$ cat config.mk
export PLATFORM = sky130hd
export DESIGN_NAME = llr_loader_flat
export DESIGN_NICKNAME = d
export VERILOG_FILES = /design/src/rtl/llr_loader_if.sv /design/src/rtl/llr_loader.sv /design/src/flat_wrapper.sv
export SDC_FILE = /design/constraint.sdc
export NUM_CORES = 1
export LEC_CHECK = 0
export ABC_AREA = 1
export CORE_MARGIN = 2
export CORE_UTILIZATION = 45
export CTS_BUF_LIST = sky130_fd_sc_hd__clkbuf_8
export DETAILED_ROUTE_END_ITERATION = 10
export GPL_TIMING_DRIVEN = 0
export HOLD_SLACK_MARGIN = 0.03
export PLACE_DENSITY = 0.85
export SLEW_MARGIN = 20
export SYNTH_ARGS = -nofsm -noshare
export SYNTH_HDL_FRONTEND = slang
export SYNTH_SLANG_ARGS = --single-unit
$ cat constraint.sdc
create_clock -name clk -period 1.75 [get_ports clk]
set_clock_uncertainty 0.2 [all_clocks]
set_input_delay 0.35 -clock clk [delete_from_list [all_inputs] [get_ports clk]]
set_output_delay 0.35 -clock clk [all_outputs]
set_load 0.02 [all_outputs]
$ cat src/rtl/llr_loader_if.sv
// rtl/llr_loader_if.sv - sample stream and cell write bus of the LLR loader
//
// Purpose: groups the channel-LLR valid/ready stream and the cell load bus
// (fsm_load, one-hot sin, broadcast din) into one bundle.
// Signals:
//   in_valid  sample present            in_ready  loader accepts this cycle
//   in_llr    signed channel LLR        fsm_load  load phase active
//   sin       one-hot cell write strobe din       saturated LLR to all cells
// Modports: slave = loader side, master = sample source / cell array side.
interface llr_loader_if #(
  parameter int D_WID  = 8,
  parameter int IN_WID = 12,
  parameter int N_CELL = 16
);
  logic                     in_valid;
  logic                     in_ready;
  logic signed [IN_WID-1:0] in_llr;
  logic                     fsm_load;
  logic [N_CELL-1:0]        sin;
  logic signed [D_WID-1:0]  din;

  modport slave (
    input  in_valid, in_llr,
    output in_ready, fsm_load, sin, din
  );

  modport master (
    output in_valid, in_llr,
    input  in_ready, fsm_load, sin, din
  );
endinterface

$ cat src/rtl/llr_loader.sv
// rtl/llr_loader.sv - saturating channel-LLR loader for the LDPC cell array
//
// Purpose: accepts one wide signed LLR per cell, clips it symmetrically to
// the cell width and writes it through a broadcast din plus one-hot sin
// strobe, then pulses done when the whole codeword is loaded.
// Ports:
//   clk, reset  clock, asynchronous active-high reset
//   start       begin a frame load (IDLE only)
//   abort       cancel the load, highest priority
//   io          sample stream in, cell load bus out (llr_loader_if.slave)
//   busy        state != IDLE
//   done        one-cycle frame-complete pulse
//   sat_cnt     clipped samples in the current/last frame, sticks at 255
module llr_loader #(
  parameter int D_WID   = 8,
  parameter int IN_WID  = 12,
  parameter int N_CELL  = 16,
  parameter int IDX_WID = 4
) (
  input  logic         clk,
  input  logic         reset,
  input  logic         start,
  input  logic         abort,
  llr_loader_if.slave  io,
  output logic         busy,
  output logic         done,
  output logic [7:0]   sat_cnt
);

  typedef enum logic [1:0] {
    S_IDLE = 2'd0,
    S_LOAD = 2'd1,
    S_WAIT = 2'd2,
    S_DONE = 2'd3
  } state_t;

  // Symmetric clip range: the most negative code is never produced so the
  // decoder can negate any cell value without overflow.
  localparam int SAT_MAG = (1 << (D_WID - 1)) - 1;
  localparam logic signed [IN_WID-1:0] SAT_HI = IN_WID'(SAT_MAG);
  localparam logic signed [IN_WID-1:0] SAT_LO = IN_WID'(-SAT_MAG);
  localparam logic [IDX_WID-1:0] IDX_LAST = IDX_WID'(N_CELL - 1);

  state_t                  state_q, state_d;
  logic [IDX_WID-1:0]      idx_q, idx_d;
  logic [N_CELL-1:0]       sin_q, sin_d;
  logic signed [D_WID-1:0] din_q, din_d;
  logic                    fsm_load_q, fsm_load_d;
  logic                    done_q, done_d;
  logic [7:0]              sat_cnt_q, sat_cnt_d;

  logic                    in_ready;
  logic                    accept;
  logic                    clip_hi, clip_lo;
  logic signed [D_WID-1:0] sat_val;

  assign in_ready = (state_q == S_LOAD) & ~abort;
  assign accept   = io.in_valid & in_ready;

  always_comb begin
    clip_hi = io.in_llr > SAT_HI;
    clip_lo = io.in_llr < SAT_LO;
    sat_val = io.in_llr[D_WID-1:0];
    if (clip_hi) sat_val = SAT_HI[D_WID-1:0];
    if (clip_lo) sat_val = SAT_LO[D_WID-1:0];
  end

  always_comb begin
    state_d    = state_q;
    idx_d      = idx_q;
    sin_d      = '0;
    din_d      = din_q;
    fsm_load_d = fsm_load_q;
    done_d     = 1'b0;
    sat_cnt_d  = sat_cnt_q;

    if (abort) begin
      // Checked before the state decode so a simultaneous start cannot clear
      // the saturation count of the aborted frame.
      state_d    = S_IDLE;
      fsm_load_d = 1'b0;
    end else begin
      case (state_q)
        S_IDLE: begin
          if (start) begin
            state_d    = S_LOAD;
            idx_d      = '0;
            sat_cnt_d  = '0;
            fsm_load_d = 1'b1;
          end
        end
        S_LOAD: begin
          fsm_load_d = 1'b1;
          if (accept) begin
            din_d = sat_val;
            sin_d = N_CELL'(1) << idx_q;
            if ((clip_hi | clip_lo) && (sat_cnt_q != 8'hFF)) begin
              sat_cnt_d = sat_cnt_q + 8'd1;
            end
            if (idx_q == IDX_LAST) begin
              state_d = S_WAIT;
            end else begin
              idx_d = idx_q + IDX_WID'(1);
            end
          end
        end
        S_WAIT: begin
          // Final strobe is on sin this cycle; fsm_load drops with done.
          state_d    = S_DONE;
          done_d     = 1'b1;
          fsm_load_d = 1'b0;
        end
        S_DONE: begin
          state_d    = S_IDLE;
          fsm_load_d = 1'b0;
        end
        default: begin
          state_d    = S_IDLE;
          fsm_load_d = 1'b0;
        end
      endcase
    end
  end

  always_ff @(posedge clk or posedge reset) begin
    if (reset) begin
      state_q    <= S_IDLE;
      idx_q      <= '0;
      sin_q      <= '0;
      din_q      <= '0;
      fsm_load_q <= 1'b0;
      done_q     <= 1'b0;
      sat_cnt_q  <= '0;
    end else begin
      state_q    <= state_d;
      idx_q      <= idx_d;
      sin_q      <= sin_d;
      din_q      <= din_d;
      fsm_load_q <= fsm_load_d;
      done_q     <= done_d;
      sat_cnt_q  <= sat_cnt_d;
    end
  end

  assign io.in_ready = in_ready;
  assign io.fsm_load = fsm_load_q;
  assign io.sin      = sin_q;
  assign io.din      = din_q;
  assign busy        = (state_q != S_IDLE);
  assign done        = done_q;
  assign sat_cnt     = sat_cnt_q;

endmodule

$ cat src/flat_wrapper.sv
// flat-port wrapper written by rule: the top's interface ports become plain ports
module llr_loader_flat 
#(
  parameter int D_WID   = 8,
  parameter int IN_WID  = 12,
  parameter int N_CELL  = 16,
  parameter int IDX_WID = 4
)
  (clk, reset, start, abort, busy, done, sat_cnt, io_in_valid, io_in_llr, io_in_ready, io_fsm_load, io_sin, io_din);
  llr_loader_if #(.D_WID(D_WID), .IN_WID(IN_WID), .N_CELL(N_CELL)) io_i ();
  input  logic clk;
  input  logic reset;
  input  logic start;
  input  logic abort;
  output logic busy;
  output logic done;
  output logic [7:0] sat_cnt;
  input wire logic [$bits(io_i.in_valid)-1:0] io_in_valid;
  input wire logic [$bits(io_i.in_llr)-1:0] io_in_llr;
  output wire logic [$bits(io_i.in_ready)-1:0] io_in_ready;
  output wire logic [$bits(io_i.fsm_load)-1:0] io_fsm_load;
  output wire logic [$bits(io_i.sin)-1:0] io_sin;
  output wire logic [$bits(io_i.din)-1:0] io_din;
  assign io_i.in_valid = io_in_valid;
  assign io_i.in_llr = io_in_llr;
  assign io_in_ready = io_i.in_ready;
  assign io_fsm_load = io_i.fsm_load;
  assign io_sin = io_i.sin;
  assign io_din = io_i.din;
  llr_loader #(.D_WID(D_WID), .IN_WID(IN_WID), .N_CELL(N_CELL), .IDX_WID(IDX_WID)) u_core (.clk(clk), .reset(reset), .start(start), .abort(abort), .io(io_i), .busy(busy), .done(done), .sat_cnt(sat_cnt));
endmodule
==> results of run 1 <==
==> cells in the mapped netlist <==
cell type / n / area [µm²]
ha_1: 11 / 137.6
xor2_1: 3 / 26.28
buf_2: 1 / 5.000
a32o_1: 1 / 10.01
o21ai_1: 1 / 5.000
nor2_4: 2 / 22.52
nand4_1: 4 / 25.02
o21ai_2: 1 / 8.760
nor2_2: 2 / 12.51
or2_2: 1 / 6.260
o41ai_1: 1 / 8.760
nand2_4: 3 / 33.78
o21ai_0: 8 / 40.04
or2_0: 1 / 6.260
dfrtp_1: 40 / 1001
a21oi_1: 13 / 65.06
inv_1: 23 / 86.33
nand2_2: 6 / 37.54
nand3_2: 1 / 10.01
nor2_1: 34 / 127.6
nand2_1: 40 / 150.1
inv_2: 3 / 11.26
nor3_1: 1 / 5.000
nand3_1: 15 / 75.07
xnor2_1: 1 / 8.760
o22a_1: 1 / 8.760
==> sequential cells by signal, indices dropped and copies added (netlist names) <==
signal and count:
u_core.state_q 2, u_core.sat_cnt 8, u_core.io.sin 16, u_core.io.din 8, u_core.idx_q 4, u_core.io.fsm_load 1
u_core.done 1
==> area by class of cell <==
class | count | area [µm²] | share of cell area (%)
inverter | 26 | 105.1 | 3.780
multi-input combinational | 152 | 910.9 | 32.76
timing repair buffer | 65 | 600.6 | 21.60
tap | 50 | 62.56 | 2.250
sequential | 40 | 1003 | 36.09
buffer | 1 | 5.005 | 0.1800
clock buffer | 6 | 82.58 | 2.970
clock inverter | 2 | 10.01 | 0.3600
==> worst max path at each step <==
stage                       from                end  slack [ps]  depth (start not counted)
2_1_floorplan  u_core.state_q[0]  u_core.sat_cnt[2]           6                         11
3_3_place_gp               reset  u_core.sat_cnt[0]        -600                          2
3_5_place_dp               abort        io_in_ready        -510                          3
4_1_cts        u_core.state_q[1]        io_in_ready        -100                          5
5_1_grt        u_core.state_q[0]  u_core.sat_cnt[4]        -190                          9
6_report       u_core.state_q[0]  u_core.sat_cnt[4]        -120                          9
==> routing by layer <==
layer,GRT usage [%],vias up,share of wire [%]
li1,-,847,-
met1,18.94,786,40
met2,31.73,53,52
met3,5.087,14,5.4
met4,6.972,0,2.7
met5,0,-,0
==> worst max-delay path, stage by stage (launching register included) <==
cell and delay [ps]:
dfrtp_2 440, ha_4 190, buf_4 150, o21ai_4 170
nand2_2 130, nor2_4 170, nand2_4 110, nand2_8 100
nand2_1 70, nand2_1 70
==> metrics by stage <==
step	setup TNS, ps	area (µm²)
after floorplan	0	1941
after global placement	-25280	2524
after detailed placement	-6069	2551
after CTS	-366.5	2678
after global routing	-1469	2780
final	-828.2	2780
==> cell families (layout without fill, tap and decap cells) <==
| family | after synthesis | after routing |
|---|---|---|
| flip-flops | 40 | 40 |
| buffers and inverters | 27 | 100 |
| adder cells (fa/ha/maj) | 11 | 11 |
| AND/OR/NAND/NOR | 110 | 111 |
| XOR/XNOR | 4 | 4 |
| AO/OA/AOI/OAI | 26 | 26 |
==> timing repair <==
action	4_1_cts	5_1_grt
hold buffers	0	0
endpoints found under the setup margin	56	21
gates resized for setup	56	14
gates cloned	1	0
pin swaps	6	8
hold endpoints to repair	0	0
buffers inserted	5	7
==> power by group through the flow <==
stage                     logic, µW  clock network, µW  registers (µW)
after floorplan                 646                  0            1340
after global placement         1220                  0            1210
after detailed placement       1240                  0            1220
after CTS                      1310                633            1190
after global routing           1650                677            1210
final                          1520                621            1190
==> results.yml, run 1 <==
cts:
  clock-sinks: 40
  clock_latency_ps: 290
  htreeDepth: 2
  clk_pin_slew_ps: 70
  cts_made_buffers: 5
  cts_tree: "done"
  clockBufferDepth: 2
  cts_root_buf: "clkbuf_8"
synthesis:
  ys_ff_latch: 40
  syn_inst: 218
  synth_compound_area_share_pct: 7.568
  synth_top_family_by_area: "simple AND/OR/NAND/NOR gates"
  synth.area.mux_share_pct: 0
  synth.avg_cell_area_um2: 8.873
  yosysUniqueCellTypes: 26
  synthesis.nets: 246
  syn_area_mm2: 0.001934
  ys_seq_area_share_pct: 51.75
  synth_xor_area_share_pct: 1.811
  yosys.area_share.simple_pct: 26.46
  ys_warn_count: 0
  synth_adder_area_share_pct: 7.115
drt:
  drc: 0
  via_count: 1700
  drt_first_pass_iters: 4
  finalWirelength_um: 4303
  viasPerCell: 4.971
  ant_nets: 0
  routedWlPerCell_um: 12.58
  drt_iter0_markers: 138
power:
  switchingPower_uw: 1314
  p_per_area_mw_per_mm2: 1197
  p_total_uw: 3328
  swShare_pct: 39.48
  sequentialPowerShare_pct: 35.7
  power_frac_comb_pct: 45.7
  cellLeakagePower_uw: 0.001436
  power.share.clock_pct: 18.7
  internal-power_uw: 2014
  vdd_ir_drop_max_mv: 0.8727
die:
  die_width_um: 69.57
  std_cell_rows: 23
  die_y_um: 69.57
  die_area_mm2: 0.004839
  start_util_pct: 47.67
  ioPinCount: 53
  coreArea_mm2: 0.004058
flow_run:
  timing.max_cap.violations: 0
sta:
  rsz0062_at_grt: "yes"
  slew_viol_final: 0
  fin_crit_sh_pct: 106.9
  tightest_slew_ps: 375.9
  min_period_ps: 1871
  setup_slack_ps: -120.7
  hold_viol: 0
  fmaxAchievable_mhz: 534.6
  setup_viol: 10
  slew_headroom_pct: 74.91
  whs_ps: 154.9
global_route:
  grt_pass1_wl_um: 6844
  grt_max_degree: 25
  track_usage_pct: 17.47
  first_global_vias: 1630
  grt_overflow: 0
  antenna_found_initial: 0
setup_path:
  worstSetupStartpointType: "flip-flop"
  r2r_start: "u_core.state_q[0]"
  worstReg2RegEnd: "u_core.sat_cnt[4]"
  rrSetupSlack_ps: -120
  reg2reg_depth: 9
  arrival_ps: 1900
  crit_path_end_kind: "flip-flop"
  crit_required_ps: 1780
  path_max_fanout: 6
  worst-setup-path-type: "flip-flop to flip-flop"
placed_design:
  place_inst: 321
  dp_slack_ps: -509.1
  hpwl_um: 2924
  place_congestion: 0.8906
  port_buffers: 52
final_layout:
  final_cell_mix: "dfrtp_1 (38), nand2_1 (34), dlygate4sd2_1 (34)"
  layout_commonest_cell: "dfrtp_1"
  final_util_pct: 68.52
  fillCellCount: 327
  finalNonFillerCells: 342
  drive_gt1_share_pct: 21.23
  syn_to_final_growth_pct: 43.73
  antenna_cells: 0
  nets: 319
min_path:
  hp-class: "input port to asynchronous set/reset pin"
status:
  status: "finished with violations"
  failed_checks: "negative setup slack"
Note: power is estimated with default switching activity, not from simulation.
==> run 2, diff against run 1 <==
--- a/config.mk
+++ b/config.mk
@@ -13,6 +13,7 @@
 export GPL_TIMING_DRIVEN = 0
 export HOLD_SLACK_MARGIN = 0.03
 export PLACE_DENSITY = 0.85
+export REMOVE_ABC_BUFFERS = 1
 export SLEW_MARGIN = 20
 export SYNTH_ARGS = -nofsm -noshare
 export SYNTH_HDL_FRONTEND = slang
==> results.yml, run 2 (synthesis results as in run 1) <==
status:
  status: "finished with violations"
  failed_checks: "negative setup slack"
power:
  p_per_area_mw_per_mm2: 1264
  vdd_ir_drop_max_mv: 1.123
  cellLeakagePower_uw: 0.001517
  p_total_uw: 3731
setup_path:
  worstReg2RegEnd: "u_core.sat_cnt[5]"
  r2r_start: "u_core.state_q[0]"
  crit_required_ps: 1790
  path_max_fanout: 6
  worstSetupStartpointType: "flip-flop"
  worstPathCellList: "ha_4 -> buf_6 -> o21ai_4 -> nand2_4 -> nor2_4 -> nand2_4 -> nand2_8 -> nand2_2 -> nand2_2"
  path_delay_family: "simple AND/OR/NAND/NOR gates"
  rrSetupSlack_ps: -150
  cp.depth: 9
  crit_buf_inv: 1
  crit_path_end_kind: "flip-flop"
  arrival_ps: 1950
  critical-path-slowest-cell: "dfrtp_2"
  cpPeakStageDelay_ps: 450
  reg2reg_depth: 9
  worst-setup-path-type: "flip-flop to flip-flop"
die:
  die_y_um: 69.57
  die_area_mm2: 0.004839
  die_width_um: 69.57
  coreArea_mm2: 0.004058
  ioPinCount: 53
  start_util_pct: 47.67
  std_cell_rows: 23
cts:
  htreeDepth: 2
  clk_pin_slew_ps: 80
  clock_latency_ps: 300
  clock-sinks: 40
  clockBufferDepth: 2
  cts_root_buf: "clkbuf_8"
  cts_made_buffers: 5
  cts_tree: "done"
  holdBufCountCts: 0
final_layout:
  drive_gt1_share_pct: 26.91
  nets: 328
  largest_register_ff_count: 16
  layout_commonest_cell: "dfrtp_1"
  final_cell_mix: "dfrtp_1 (39), dlygate4sd2_1 (33), nor2_1 (32)"
  syn_to_final_growth_pct: 52.59
  fillCellCount: 283
  final_util_pct: 72.74
  antenna_cells: 0
drt:
  drc: 0
  via_count: 1821
  ant_nets: 0
  finalWirelength_um: 5244
  routedWlPerCell_um: 14.94
  viasPerCell: 5.188
  drt_first_pass_iters: 4
  drt_iter0_markers: 92
sta:
  setup_slack_ps: -154.3
  slew_headroom_pct: 75.27
  setup_tns_ps: -1440
  tightest_slew_ps: 370.5
  fin_crit_sh_pct: 108.8
  min_period_ps: 1904
  setup_viol: 15
  slew_viol_final: 0
  rsz0062_at_grt: "yes"
  fmaxAchievable_mhz: 525.1
  hold_viol: 0
min_path:
  hp-class: "input port to asynchronous set/reset pin"
placed_design:
  hpwl_um: 2872
  dp_slack_ps: -588.5
  port_buffers: 52
  place_congestion: 0.7991
flow_run:
  timing.max_cap.violations: 0
global_route:
  first_global_vias: 1636
  track_usage_pct: 19.61
  antenna_found_initial: 0
  grt_overflow: 0
  grt_pass1_wl_um: 7659
  grt_max_degree: 25
run 2: cell types whose count changed in the layout (fill, tap and decap cells not counted), sizes merged:
cell	before	now
dlymetal6s2s	1	0
clkdlybuf4s15	0	1
buf	16	25
clkdlybuf4s50	15	16
dlygate4sd2	34	33
run 2: repair_timing:
action / CTS / global route
setup endpoints to repair: 73 / 23
cloned: 1 / 0
pin swaps: 6 / 15
setup buffers: 8 / 14
resized for setup: 62 / 36
run 2: area by class of cell:
cell class	instances	area [µm²]	share of cell area, %
clock buffer	6	82.58	2.798
clock inverter	2	10.01	0.3391
inverter	26	110.1	3.730
multi-input combinational	152	994.7	33.70
sequential	40	1002	33.96
tap	50	62.56	2.120
timing repair buffer	75	689.4	23.36
run 2: worst max path at each step:
stage,endpoint,startpoint,slack (ps)
2_1_floorplan,u_core.io.din[0],u_core.state_q[1],-130
3_3_place_gp,io_in_ready,u_core.state_q[1],-560
3_5_place_dp,io_in_ready,u_core.state_q[1],-590
4_1_cts,io_in_ready,u_core.state_q[1],-70
5_1_grt,u_core.sat_cnt[5],u_core.sat_cnt[1],-230
6_report,u_core.sat_cnt[5],u_core.state_q[0],-150
run 2: report_power, final:
| group | total [µW] | switching [µW] | internal [µW] |
|---|---|---|---|
| Clock | 639 | 324 | 314 |
| Combinational | 1900 | 1090 | 814 |
| Sequential | 1190 | 112 | 1080 |
| Total | 3730 | 1520 | 2210 |
run 2: per-layer routing:
metal | up-vias | part of all wire, % | global-route usage [%] | wire length, µm
met1 | 861 | 38 | 24.08 | 2009
met2 | 76 | 53 | 34.62 | 2758
met4 | 0 | 3.1 | 5.229 | 165
met3 | 15 | 5.9 | 4.506 | 310
met5 | - | 0 | 0 | 0
li1 | 869 | - | - | -
run 2: per-stage QoR:
step / cells / cell area, µm² / hold slack (ps)
6_report: 351 / 2952 / 142.1
5_1_grt: 351 / 2952 / 171.5
4_1_cts: 337 / 2709 / 161.8
3_5_place_dp: 320 / 2540 / 294.4
3_3_place_gp: 319 / 2512 / 272.9
2_1_floorplan: 217 / 1929 / 215.4
